### src/rtl/sr_reg_bank_pkg.sv
// sr_pkg: shared definitions for the SR status-flag register bank.
//   SR_HOLD / SR_SET_DOM / SR_RST_DOM / SR_TOGGLE : policy codes for S=R=1
//   sr_next(q, s, r, mode)                         : one-channel next state
package sr_pkg;

    localparam logic [1:0] SR_HOLD    = 2'd0;
    localparam logic [1:0] SR_SET_DOM = 2'd1;
    localparam logic [1:0] SR_RST_DOM = 2'd2;
    localparam logic [1:0] SR_TOGGLE  = 2'd3;

    // Next state of a single SR channel, assuming the update is enabled.
    function automatic logic sr_next(input logic q, input logic s, input logic r,
                                     input logic [1:0] mode);
        logic nq;
        nq = q;
        case ({s, r})
            2'b00: nq = q;
            2'b10: nq = 1'b1;
            2'b01: nq = 1'b0;
            default: begin
                case (mode)
                    SR_SET_DOM: nq = 1'b1;
                    SR_RST_DOM: nq = 1'b0;
                    SR_TOGGLE:  nq = ~q;
                    default:    nq = q;
                endcase
            end
        endcase
        return nq;
    endfunction

endpackage

### src/rtl/sr_reg_bank_cell.sv
// sr_cell: one SR channel with registered q/qbar and registered edge pulses.
//   clk, reset : clock, synchronous active-high reset
//   i_en       : update enable (hold when 0)
//   i_s, i_r   : set / reset inputs
//   o_q, o_qbar: registered state and its complement
//   o_rise     : one-cycle pulse on a 0->1 change of q
//   o_fall     : one-cycle pulse on a 1->0 change of q
module sr_cell
    import sr_pkg::*;
#(
    parameter logic [1:0] FORBID_MODE = SR_HOLD,
    parameter logic       RESET_VAL   = 1'b0
) (
    input  logic clk,
    input  logic reset,
    input  logic i_en,
    input  logic i_s,
    input  logic i_r,
    output logic o_q,
    output logic o_qbar,
    output logic o_rise,
    output logic o_fall
);

    logic r_q;
    logic r_qbar;
    logic r_rise;
    logic r_fall;
    logic w_q_nxt;

    // When disabled the next state equals the current one, so the pulse
    // equations below naturally produce zero.
    assign w_q_nxt = i_en ? sr_next(r_q, i_s, i_r, FORBID_MODE) : r_q;

    always_ff @(posedge clk) begin
        if (reset) begin
            r_q    <= RESET_VAL;
            r_qbar <= ~RESET_VAL;
            r_rise <= 1'b0;
            r_fall <= 1'b0;
        end else begin
            r_q    <= w_q_nxt;
            r_qbar <= ~w_q_nxt;
            r_rise <= ~r_q & w_q_nxt;
            r_fall <= r_q & ~w_q_nxt;
        end
    end

    assign o_q    = r_q;
    assign o_qbar = r_qbar;
    assign o_rise = r_rise;
    assign o_fall = r_fall;

endmodule

### src/rtl/sr_reg_bank.sv
// sr_reg_bank: WIDTH independent SR flip-flops with a selectable S=R=1
// policy, plus a sticky forbidden-input flag and a saturating event counter.
//   clk, reset      : clock, synchronous active-high reset
//   en              : update enable for all channels and event recording
//   s, r            : per-channel set / reset
//   clr_err         : clears forbid_err / forbid_cnt (a same-cycle event wins)
//   q, qbar         : registered state and complement
//   q_rise, q_fall  : registered one-cycle change pulses
//   forbid_err      : sticky flag, set by any enabled cycle with s&r != 0
//   forbid_cnt      : saturating count of such cycles
module sr_reg_bank
    import sr_pkg::*;
#(
    parameter int               WIDTH       = 8,
    parameter logic [1:0]       FORBID_MODE = SR_HOLD,
    parameter logic [WIDTH-1:0] RESET_VAL   = '0,
    parameter int               CNT_W       = 8
) (
    input  logic             clk,
    input  logic             reset,
    input  logic             en,
    input  logic [WIDTH-1:0] s,
    input  logic [WIDTH-1:0] r,
    input  logic             clr_err,
    output logic [WIDTH-1:0] q,
    output logic [WIDTH-1:0] qbar,
    output logic [WIDTH-1:0] q_rise,
    output logic [WIDTH-1:0] q_fall,
    output logic             forbid_err,
    output logic [CNT_W-1:0] forbid_cnt
);

    localparam logic [CNT_W-1:0] CNT_MAX = '1;
    localparam logic [CNT_W-1:0] CNT_ONE = CNT_W'(1);

    logic             w_forbid;
    logic             r_err;
    logic [CNT_W-1:0] r_cnt;

    for (genvar g = 0; g < WIDTH; g++) begin : g_cell
        sr_cell #(
            .FORBID_MODE (FORBID_MODE),
            .RESET_VAL   (RESET_VAL[g])
        ) u_cell (
            .clk    (clk),
            .reset  (reset),
            .i_en   (en),
            .i_s    (s[g]),
            .i_r    (r[g]),
            .o_q    (q[g]),
            .o_qbar (qbar[g]),
            .o_rise (q_rise[g]),
            .o_fall (q_fall[g])
        );
    end

    // Any number of forbidden channels in one cycle is a single event.
    assign w_forbid = en & (|(s & r));

    always_ff @(posedge clk) begin
        if (reset) begin
            r_err <= 1'b0;
            r_cnt <= '0;
        end else if (w_forbid) begin
            r_err <= 1'b1;
            // A simultaneous clear restarts the count at this event.
            if (clr_err)
                r_cnt <= CNT_ONE;
            else if (r_cnt != CNT_MAX)
                r_cnt <= r_cnt + CNT_ONE;
        end else if (clr_err) begin
            r_err <= 1'b0;
            r_cnt <= '0;
        end
    end

    assign forbid_err = r_err;
    assign forbid_cnt = r_cnt;

endmodule
### config.mk
export PLATFORM = sky130hd
export DESIGN_NAME = sr_reg_bank
export DESIGN_NICKNAME = d
export VERILOG_FILES = /design/src/rtl/sr_reg_bank_pkg.sv /design/src/rtl/sr_reg_bank_cell.sv /design/src/rtl/sr_reg_bank.sv
export SDC_FILE = /design/constraint.sdc
export NUM_CORES = 1
export LEC_CHECK = 0
export CORE_MARGIN = 2
export CORE_UTILIZATION = 49
export DETAILED_ROUTE_END_ITERATION = 7
export PLACE_DENSITY = 0.84
export SETUP_SLACK_MARGIN = 0.02
export SLEW_MARGIN = 20
export SYNTH_ARGS = -nofsm -noshare
export SYNTH_HDL_FRONTEND = slang
export SYNTH_SLANG_ARGS = --single-unit
### constraint.sdc
create_clock -name clk -period 3 [get_ports clk]
set_clock_uncertainty 0.15 [all_clocks]
set_input_delay 0.3 -clock clk [delete_from_list [all_inputs] [get_ports clk]]
set_output_delay 0.3 -clock clk [all_outputs]
set_load 0.02 [all_outputs]
# Yosys cells after proc, flatten, opt, wreduce, memory -nomap -nowiden
# Index checks and enable logic that the tools add are counted.
# totals
register_bits	41
inputBits	20
out_inout_bits	41
elab_cells	112
# classes
add_sub_neg	1
eq_ne	17
muxes	22
bitwise	34
reduce_logical	4
# op_table
op	count
8-bit two-way mux	4
1-bit bitwise AND	17
2-bit by 1-bit equality test with 1-bit output, second input constant	8
2-bit equality test, second input constant	8
1-bit NOT	16
1-bit case mux with 2 select lines	8
1-bit two-way mux	10
8-bit by 1-bit adder with 8-bit output, second input constant	1
8-bit bitwise AND	1
8-bit inequality test, second input constant	1
8-bit OR reduction	1
2-bit nonzero test	2
2-bit AND reduction	1

# Longest topological paths before layout
# Gate-level depths: netlist of run 1.
# logic_depth
ltp_word	5
mapped_depth	6
depth_no_buf	6

# Modules after synthesis
# Synthesis of run 1 repeated with hierarchy kept, for this count alone.
# unflattened
cells_unflattened	179
area_unflattened_um2	1913.1
# modules_own_cells
mod	instances	cells_each	area_per_inst_um2	seq_area_each_um2
sr_cell	8	15	173.9	80.1
sr_reg_bank	1	59	521.8	180.2

# Worst setup path before layout of run 1
# Ideal clock, no wire load.
# synth_path
kind	in2reg
start	input port s[3]
end	register r_cnt[7], in the netlist forbid_cnt[7]
setup_ns	0.091
arrival_ns	1.626
required_time_ns	2.759
setup_slack_ns	1.133
stages	5
path_buffers	0
cell_sequence	ha_1 or4_1 o21a_2 and3_1 a311oi_1
# synth_between
elab_chain_len	5
elab_cells_between_ends	6
cone_classes	mux: 1; bitwise: 2; reduce/logical: 3
# synth_rtl
item	line_no	source
start: declaration	sr_reg_bank.sv:22	input logic [WIDTH-1:0] s,
8-bit bitwise AND (*)	sr_reg_bank.sv:58	assign w_forbid = en & (|(s & r));
8-bit OR reduction (*)	sr_reg_bank.sv:58	
1-bit bitwise AND (*)	sr_reg_bank.sv:58	
2-bit nonzero test (no line)	--	
2-bit AND reduction (no line)	--	
end signal: assignment	sr_reg_bank.sv:70	r_cnt <= r_cnt + CNT_ONE;
end: declaration	sr_reg_bank.sv:38	logic [CNT_W-1:0] r_cnt;
# Every way passes the cells marked *; elsewhere a longest branch is shown, timed or not.
# A chain may end at the register's enable or synchronous reset.

# Final worst setup path of run 1
# layout_path
start	input port s[3]
end	register r_cnt[0], in the netlist forbid_cnt[0]
# Same word-level chain as after synthesis.

==> results of run 1 <==
-- worst max-delay path, stage by stage --
cell	delay [ns]
clkdlybuf4s50_1	0.43
ha_1	0.20
or4_1	0.54
o21ai_1	0.44
o21ai_0	0.17
a21oi_1	0.16
-- layout by cell type, fill, tap and decap left out, types with 2 or more instances in the layout --
cell              n
a31oi_1           2
ha_1             17
dfxtp_1          41
or2_2             9
clkdlybuf4s50_1  60
or4_1             4
mux2i_1           8
a21oi_1           8
clkinv_2          2
o21ai_0           3
a311oi_1          2
nor3_1            3
and3_1            2
nor2_1           10
nand3_1           3
clkbuf_8          5
nor4b_1           8
o31ai_1           2
nand2b_1         10
nand2_1           4
inv_1            17
-- how the worst max path moves through the flow --
stage | from | depth (start not counted) | endpoint | slack [ns]
after floorplan | s[3] | 5 | forbid_cnt[7]$_SDFFE_PP0P_ | 1.13
after global placement | s[7] | 6 | forbid_cnt[0]$_SDFFE_PP0P_ | 0.58
after detailed placement | s[7] | 6 | forbid_cnt[0]$_SDFFE_PP0P_ | 0.53
after CTS | s[7] | 6 | forbid_cnt[0]$_SDFFE_PP0P_ | 0.84
after global routing | s[7] | 6 | forbid_cnt[0]$_SDFFE_PP0P_ | 0.63
final | s[3] | 6 | forbid_cnt[0]$_SDFFE_PP0P_ | 0.83
-- cells by family after synthesis --
family | count (synthesis)
adder cells (fa/ha/maj) | 17
multiplexers | 8
AND/OR/NAND/NOR | 59
buffers and inverters | 53
AO/OA/AOI/OAI | 20
flip-flops | 41
-- flip-flops by register name, indices dropped and copies added, names as in the netlist --
name,flops
g_cell.u_cell.o_rise,8
forbid_err,1
g_cell.u_cell.o_qbar,8
g_cell.u_cell.o_fall,8
forbid_cnt,8
g_cell.u_cell.o_q,8
-- routing by layer --
metal	routed length, um	vias to the layer above	global-route usage (%)
li1	-	693	-
met1	1400	628	18.1
met2	1680	51	28.4
met3	214	6	5.57
met4	36	0	4.85
met5	0	-	0
-- power groups by stage --
stage          sequential [W]  clock, W  combinational [W]
6_report             0.000567  0.000348           0.000139
5_1_grt              0.000569  0.000380           0.000153
3_3_place_gp         0.000579         0           0.000138
4_1_cts              0.000567  0.000360           0.000141
2_1_floorplan        0.000580         0          0.0000861
3_5_place_dp         0.000580         0           0.000140
-- layout make-up --
class | instances | area [um^2]
timing repair buffer | 60 | 601
clock buffer | 5 | 68.8
multi-input combinational | 104 | 773
sequential | 41 | 821
tap | 48 | 60.1
clock inverter | 3 | 17.5
fill | 335 | 1310
inverter | 17 | 63.8
-- through the flow --
stage	setup WS, ns	instance area (um^2)	utilization, %	std cells	hold slack (ns)
2_1_floorplan	1.13	1910	-	198	0.271
3_3_place_gp	0.583	2320	62.4	270	0.283
3_5_place_dp	0.530	2320	62.4	270	0.291
4_1_cts	0.838	2400	64.7	278	0.309
5_1_grt	0.632	2400	64.7	278	0.329
6_report	0.826	2400	64.7	278	0.301
==> reports/metrics.csv, run 1 <==
stage,metric,value,unit
outcome,run status,completed,
power,"Power, Total",0.00105,W
critical_path,worst-path fanout max,8,
clock_network,CTS buffer count,5,
synthesis,main combinational cell family by area after synthesis,simple AND/OR/NAND/NOR gates,
synthesis,post-synth top area cell,dfxtp_1,
route,Routed Wire Length,3330,um
route,routed length per instance,12.0,um
timing,final setup violation count,0,
clock_network,Resized cells post-CTS,0,
synthesis,asr flop ratio synth,0,%
floorplanning,Chip Width,66.5,um
floorplanning,Die ar.,4420,um^2
timing,Final Hold Viols,0,
synthesis,syn avg cell area,9.66,um^2
critical_path,reg-to-reg endpoint,forbid_cnt[0]$_SDFFE_PP0P_,
floorplanning,initial core utilization,51.5,%
clock_network,setup bufs post-CTS,0,
hold_path,hold path startpoint,g_cell[4].u_cell.o_q$_SDFF_PP0_,
clock_network,# hold bufs at CTS,0,
route,via density per instance,4.96,
hold_path,hold path cells,1,
cells_and_area,layout cells sized above 1,7.83,%
critical_path,path type of the worst setup path,in -> reg,
synthesis,Synth Area in XOR/XNOR,0,%
clock_network,CTS tree,built,
synthesis,cell count after synthesis,198,
hold_path,Worst Hold Endpoint,g_cell[4].u_cell.o_rise$_SDFF_PP0_,
synthesis,top_reg_cell synth,dfxtp_1,
timing,pins over their slew limit,0,
synthesis,Synth Area in Adders,11.1,%
place,# port buffers,60,
grt,vias in the first global route,1282,
critical_path,CP arrival,2.25,ns
grt,largest net degree at the start of global routing,14,
synthesis,synth warn,0,
power,Clk pwr share,33.0,%
clock_network,Worst-path clk slew,0.08,ns
timing,slew margin rel.,64.2,%
route,# DRC,0,
power,Pleak,1.04,nW
synthesis,Post-synth EDFFs,0,
synthesis,Synth area leaders,"dfxtp_1 (43%), buf_4 (13%), ha_1 (11%)",
synthesis,mapped cell area,1910,um^2
timing,Fmax achieved,460,MHz
synthesis,post-synthesis mux area share,4.19,%
timing,fin crit period,2.17,ns
power,switching share of power,24.7,%
floorplanning,Die Span Y,66.5,um
floorplanning,io pins,61,
clock_network,H-tree Lvls,2,
critical_path,Worst Path Required,3.07,ns
synthesis,sequential fraction of the synthesis area,42.9,%
power,Switch Pwr,0.000260,W
timing,TNS Setup,0,ns
grt,initial antenna violation count,0,
place,DP Wirelength,2550,um
clock_network,clk sinks,41,
hold_path,Hold Path Class,reg -> reg,
power,Worst IR Drop VDD,0.000265,V
route,via count,1378,
critical_path,Register-to-Register Path Depth,5,
power,PwrDens,438,nW/um^2
critical_path,"setup slack, reg-to-reg",1.19,ns
clock_network,CTS Root Cell,clkbuf_8,
cells_and_area,Total Nets Final,266,
synthesis,Commonest cells post-synth,"dfxtp_1 (41), buf_4 (32), ha_1 (17), inv_1 (17)",
route,post-route ant nets,0,
clock_network,Skew-Pair Late Insertion Delay,0.29,ns
route,Pre-antenna DRT Iters,4,
grt,All-Layer GR Usage,16.1,%
floorplanning,FP Rows,22,
cells_and_area,synthesis-to-layout area growth,25.7,%
synthesis,syn_nets,235,
grt,grt ovf,0,
synthesis,Synth Area in Compound Gates,6.34,%
floorplanning,CORE AREA,3720,um^2
power,Seq pwr share,53.8,%
cells_and_area,number of diodes,0,
critical_path,crit path capture type,register,
timing,crit share post-route,72.5,%
timing,Worst-Margin Slew,0.532,ns
critical_path,Worst R2R Start,forbid_cnt[0]$_SDFFE_PP0P_,
grt,first-pass GRT wire length,5410,um
synthesis,simple-gate share of the synthesized area,18.8,%
power,Pint,0.000793,W
synthesis,"flops & latches, synth",41,
route,DRT iter0 DRCs,78,
synthesis,post-synth cell types,29,
flow_run,max-cap violation count,0,
critical_path,CP startpoint kind,primary input,
power,Logic pwr share,13.2,%
timing,unrepaired setup endpoints after global routing,no,
clock_network,clock tree buffer depth,2,
synthesis,most frequent cell after synthesis,dfxtp_1,
place,gpl congestion,0.876,
synthesis,top-area cell type share of the netlist area,42.9,%
Note: power is estimated with default switching activity, not from simulation.
==> run 2, diff against run 1 <==
CORE_UTILIZATION = 46   (was 49)
PLACE_DENSITY = 0.8   (was 0.84)
clock period = 2.12 ns   (was 3 ns; I/O delays follow)
==> run 2 against run 1 <==
Against the previous run: power increased by 58%; clock power increased by 85%; via count increased by 1.3%; die area increased by 6.1%; critical path type unchanged; largest power group unchanged; clock-buffer cell count increased by 1; worst setup slack got worse by 0.74 ns; routed wire length increased by 8.3%; final area increased by 6.9%; critical endpoint is now forbid_cnt[7]$_SDFFE_PP0P_.
==> reports/metrics.csv, run 2 (synthesized netlist as in run 1, its figures left out) <==
stage,metric,value,unit,change
floorplanning,Die Span Y,68.5,um,was 66.5 um
clock_network,Skew-Pair Late Insertion Delay,0.29,ns,about the same
clock_network,CTS Root Cell,clkbuf_8,,unchanged
route,via count,1396,,was 1378
cells_and_area,number of diodes,0,,unchanged
critical_path,path type of the worst setup path,in -> reg,,unchanged
critical_path,"CP delay by family, top",simple AND/OR/NAND/NOR gates,,was compound AO/OA/AOI/OAI gates
clock_network,H-tree Lvls,2,,unchanged
clock_network,setup bufs post-CTS,0,,unchanged
floorplanning,CORE AREA,4000,um^2,was 3720 um^2
route,# DRC,0,,unchanged
critical_path,CP Cell Sequence,clkdlybuf4s50_1 -> ha_1 -> or4_1 -> o21a_2 -> and3_1 -> a311oi_2,,was clkdlybuf4s50_1 -> ha_1 -> or4_1 -> o21ai_1 -> o21ai_0 -> a21oi_1
cells_and_area,layout cells sized above 1,14.7,%,was 7.83%
critical_path,Worst Path Required,2.17,ns,was 3.07 ns
timing,final hold slack,0.307,ns,was 0.301 ns
clock_network,clock tree buffer depth,2,,unchanged
floorplanning,Die ar.,4690,um^2,was 4420 um^2
clock_network,CTS tree,built,,unchanged
clock_network,# hold bufs at CTS,0,,unchanged
power,Pleak,1.13,nW,was 1.04 nW
power,Pint,0.00130,W,was 0.000793 W
hold_path,Hold Path Class,reg -> reg,,unchanged
outcome,run status,completed,,unchanged
cells_and_area,synthesis-to-layout area growth,34.4,%,was 25.7%
place,# port buffers,60,,unchanged
floorplanning,io pins,61,,unchanged
critical_path,CP max stage delay,0.57,ns,was 0.54 ns
timing,fin crit period,2.04,ns,
route,Routed Wire Length,3610,um,was 3330 um
timing,slew margin rel.,65.8,%,was 64.2%
critical_path,crit path capture type,register,,unchanged
clock_network,Resized cells post-CTS,0,,unchanged
floorplanning,FP Rows,23,,was 22
timing,unrepaired setup endpoints after global routing,yes,,was no
power,Logic pwr share,13.4,%,was 13.2%
power,Seq pwr share,48.0,%,was 53.8%
place,gpl congestion,0.856,,was 0.876
cells_and_area,Total Nets Final,281,,was 266
timing,pins over their slew limit,0,,unchanged
route,post-route ant nets,0,,unchanged
floorplanning,Chip Width,68.5,um,was 66.5 um
timing,final setup violation count,0,,unchanged
grt,initial antenna violation count,0,,unchanged
timing,Final Hold Viols,0,,unchanged
grt,largest net degree at the start of global routing,14,,unchanged
cells_and_area,"commonest non-fill, non-tap cells in the layout","clkdlybuf4s50_1 (60), dfxtp_1 (41), inv_1 (17), ha_1 (17), buf_4 (15)",,"was clkdlybuf4s50_1 (60), dfxtp_1 (41), inv_1 (17), ha_1 (17)"
power,PwrDens,649,nW/um^2,was 438 nW/um^2
critical_path,CP arrival,2.09,ns,was 2.25 ns
critical_path,CP startpoint kind,primary input,,unchanged
route,routed length per instance,12.2,um,was 12.0 um
power,Switch Pwr,0.000372,W,was 0.000260 W
grt,vias in the first global route,1283,,was 1282
grt,first-pass GRT wire length,5580,um,was 5410 um
timing,crit share post-route,96.1,%,
route,Pre-antenna DRT Iters,4,,unchanged
flow_run,max-cap violation count,0,,unchanged
grt,All-Layer GR Usage,16.4,%,was 16.1%
cells_and_area,Fill cells,365,,was 335
clock_network,Worst-path clk slew,0.08,ns,about the same
cells_and_area,Layout Utilization,64.3,%,was 64.7%
critical_path,worst-path fanout max,5,,was 8
place,DP Wirelength,2850,um,was 2550 um
power,Worst IR Drop VDD,0.000411,V,was 0.000265 V
floorplanning,initial core utilization,47.8,%,was 51.5%
timing,Fmax achieved,491,MHz,
power,Clk pwr share,38.6,%,was 33.0%
critical_path,Critical-path top delay cell,or4_1,,unchanged
grt,grt ovf,0,,unchanged
cells_and_area,"commonest non-fill, non-tap cell in the layout",clkdlybuf4s50_1,,unchanged
critical_path,crit path buf inv count,1,,unchanged
power,switching share of power,22.3,%,was 24.7%
clock_network,CTS buffer count,5,,unchanged
timing,Worst-Margin Slew,0.508,ns,was 0.532 ns
route,DRT iter0 DRCs,121,,was 78
route,via density per instance,4.73,,was 4.96
clock_network,clk sinks,41,,unchanged
[run 2: layer usage]
layer	wire length, um	track usage (%)	vias up
met1	1510	18.3	632
li1	-	-	722
met2	1900	28.5	40
met4	32	7.25	0
met3	167	5.03	2
met5	0	0	-
[run 2: metrics by stage]
step / setup slack (ns) / TNS [ns] / total power [W] / area [um^2] / std cells
floorplan: 0.341 / 0 / 0.000943 / 1910 / 198
global placement: -0.165 / -0.739 / 0.00104 / 2430 / 287
detailed placement: -0.238 / -1.04 / 0.00104 / 2430 / 287
CTS: 0.0707 / 0 / 0.00169 / 2550 / 295
global route: 0.00938 / 0 / 0.00174 / 2570 / 295
finish: 0.0832 / 0 / 0.00167 / 2570 / 295
[run 2: area by class of cell]
type / instances / area [um^2] / share of cell area, %
clock inverter: 2 / 37.5 / 1.46
timing repair buffer: 75 / 713 / 27.7
clock buffer: 6 / 82.6 / 3.21
tap: 50 / 62.6 / 2.43
multi-input combinational: 104 / 791 / 30.8
inverter: 17 / 63.8 / 2.48
sequential: 41 / 821 / 31.9
[run 2: power by group through the flow]
| stage | clock [W] | combinational (W) | sequential (W) |
|---|---|---|---|
| 2_1_floorplan | 0 | 0.000122 | 0.000821 |
| 3_3_place_gp | 0 | 0.000219 | 0.000819 |
| 3_5_place_dp | 0 | 0.000224 | 0.000820 |
| 4_1_cts | 0.000663 | 0.000225 | 0.000802 |
| 5_1_grt | 0.000690 | 0.000246 | 0.000804 |
| 6_report | 0.000644 | 0.000223 | 0.000802 |
[run 2: worst reg2reg max path, stage by stage, from the launching register on]
cell     delay, ns
dfxtp_1       0.42
ha_1          0.22
nand2_1       0.12
nor3_1        0.48
o21ai_0       0.14
a21oi_1       0.15
[run 2: path summary, 6_finish.rpt]
check	startpoint	end	slack [ns]	cells past startpoint
min reg2reg	g_cell[6].u_cell.o_q$_SDFF_PP0_	g_cell[6].u_cell.o_rise$_SDFF_PP0_	0.31	1
max reg2reg	forbid_cnt[0]$_SDFFE_PP0P_	forbid_cnt[0]$_SDFFE_PP0P_	0.39	5
min	g_cell[6].u_cell.o_q$_SDFF_PP0_	g_cell[6].u_cell.o_rise$_SDFF_PP0_	0.31	1
max	s[7]	forbid_cnt[7]$_SDFFE_PP0P_	0.08	6
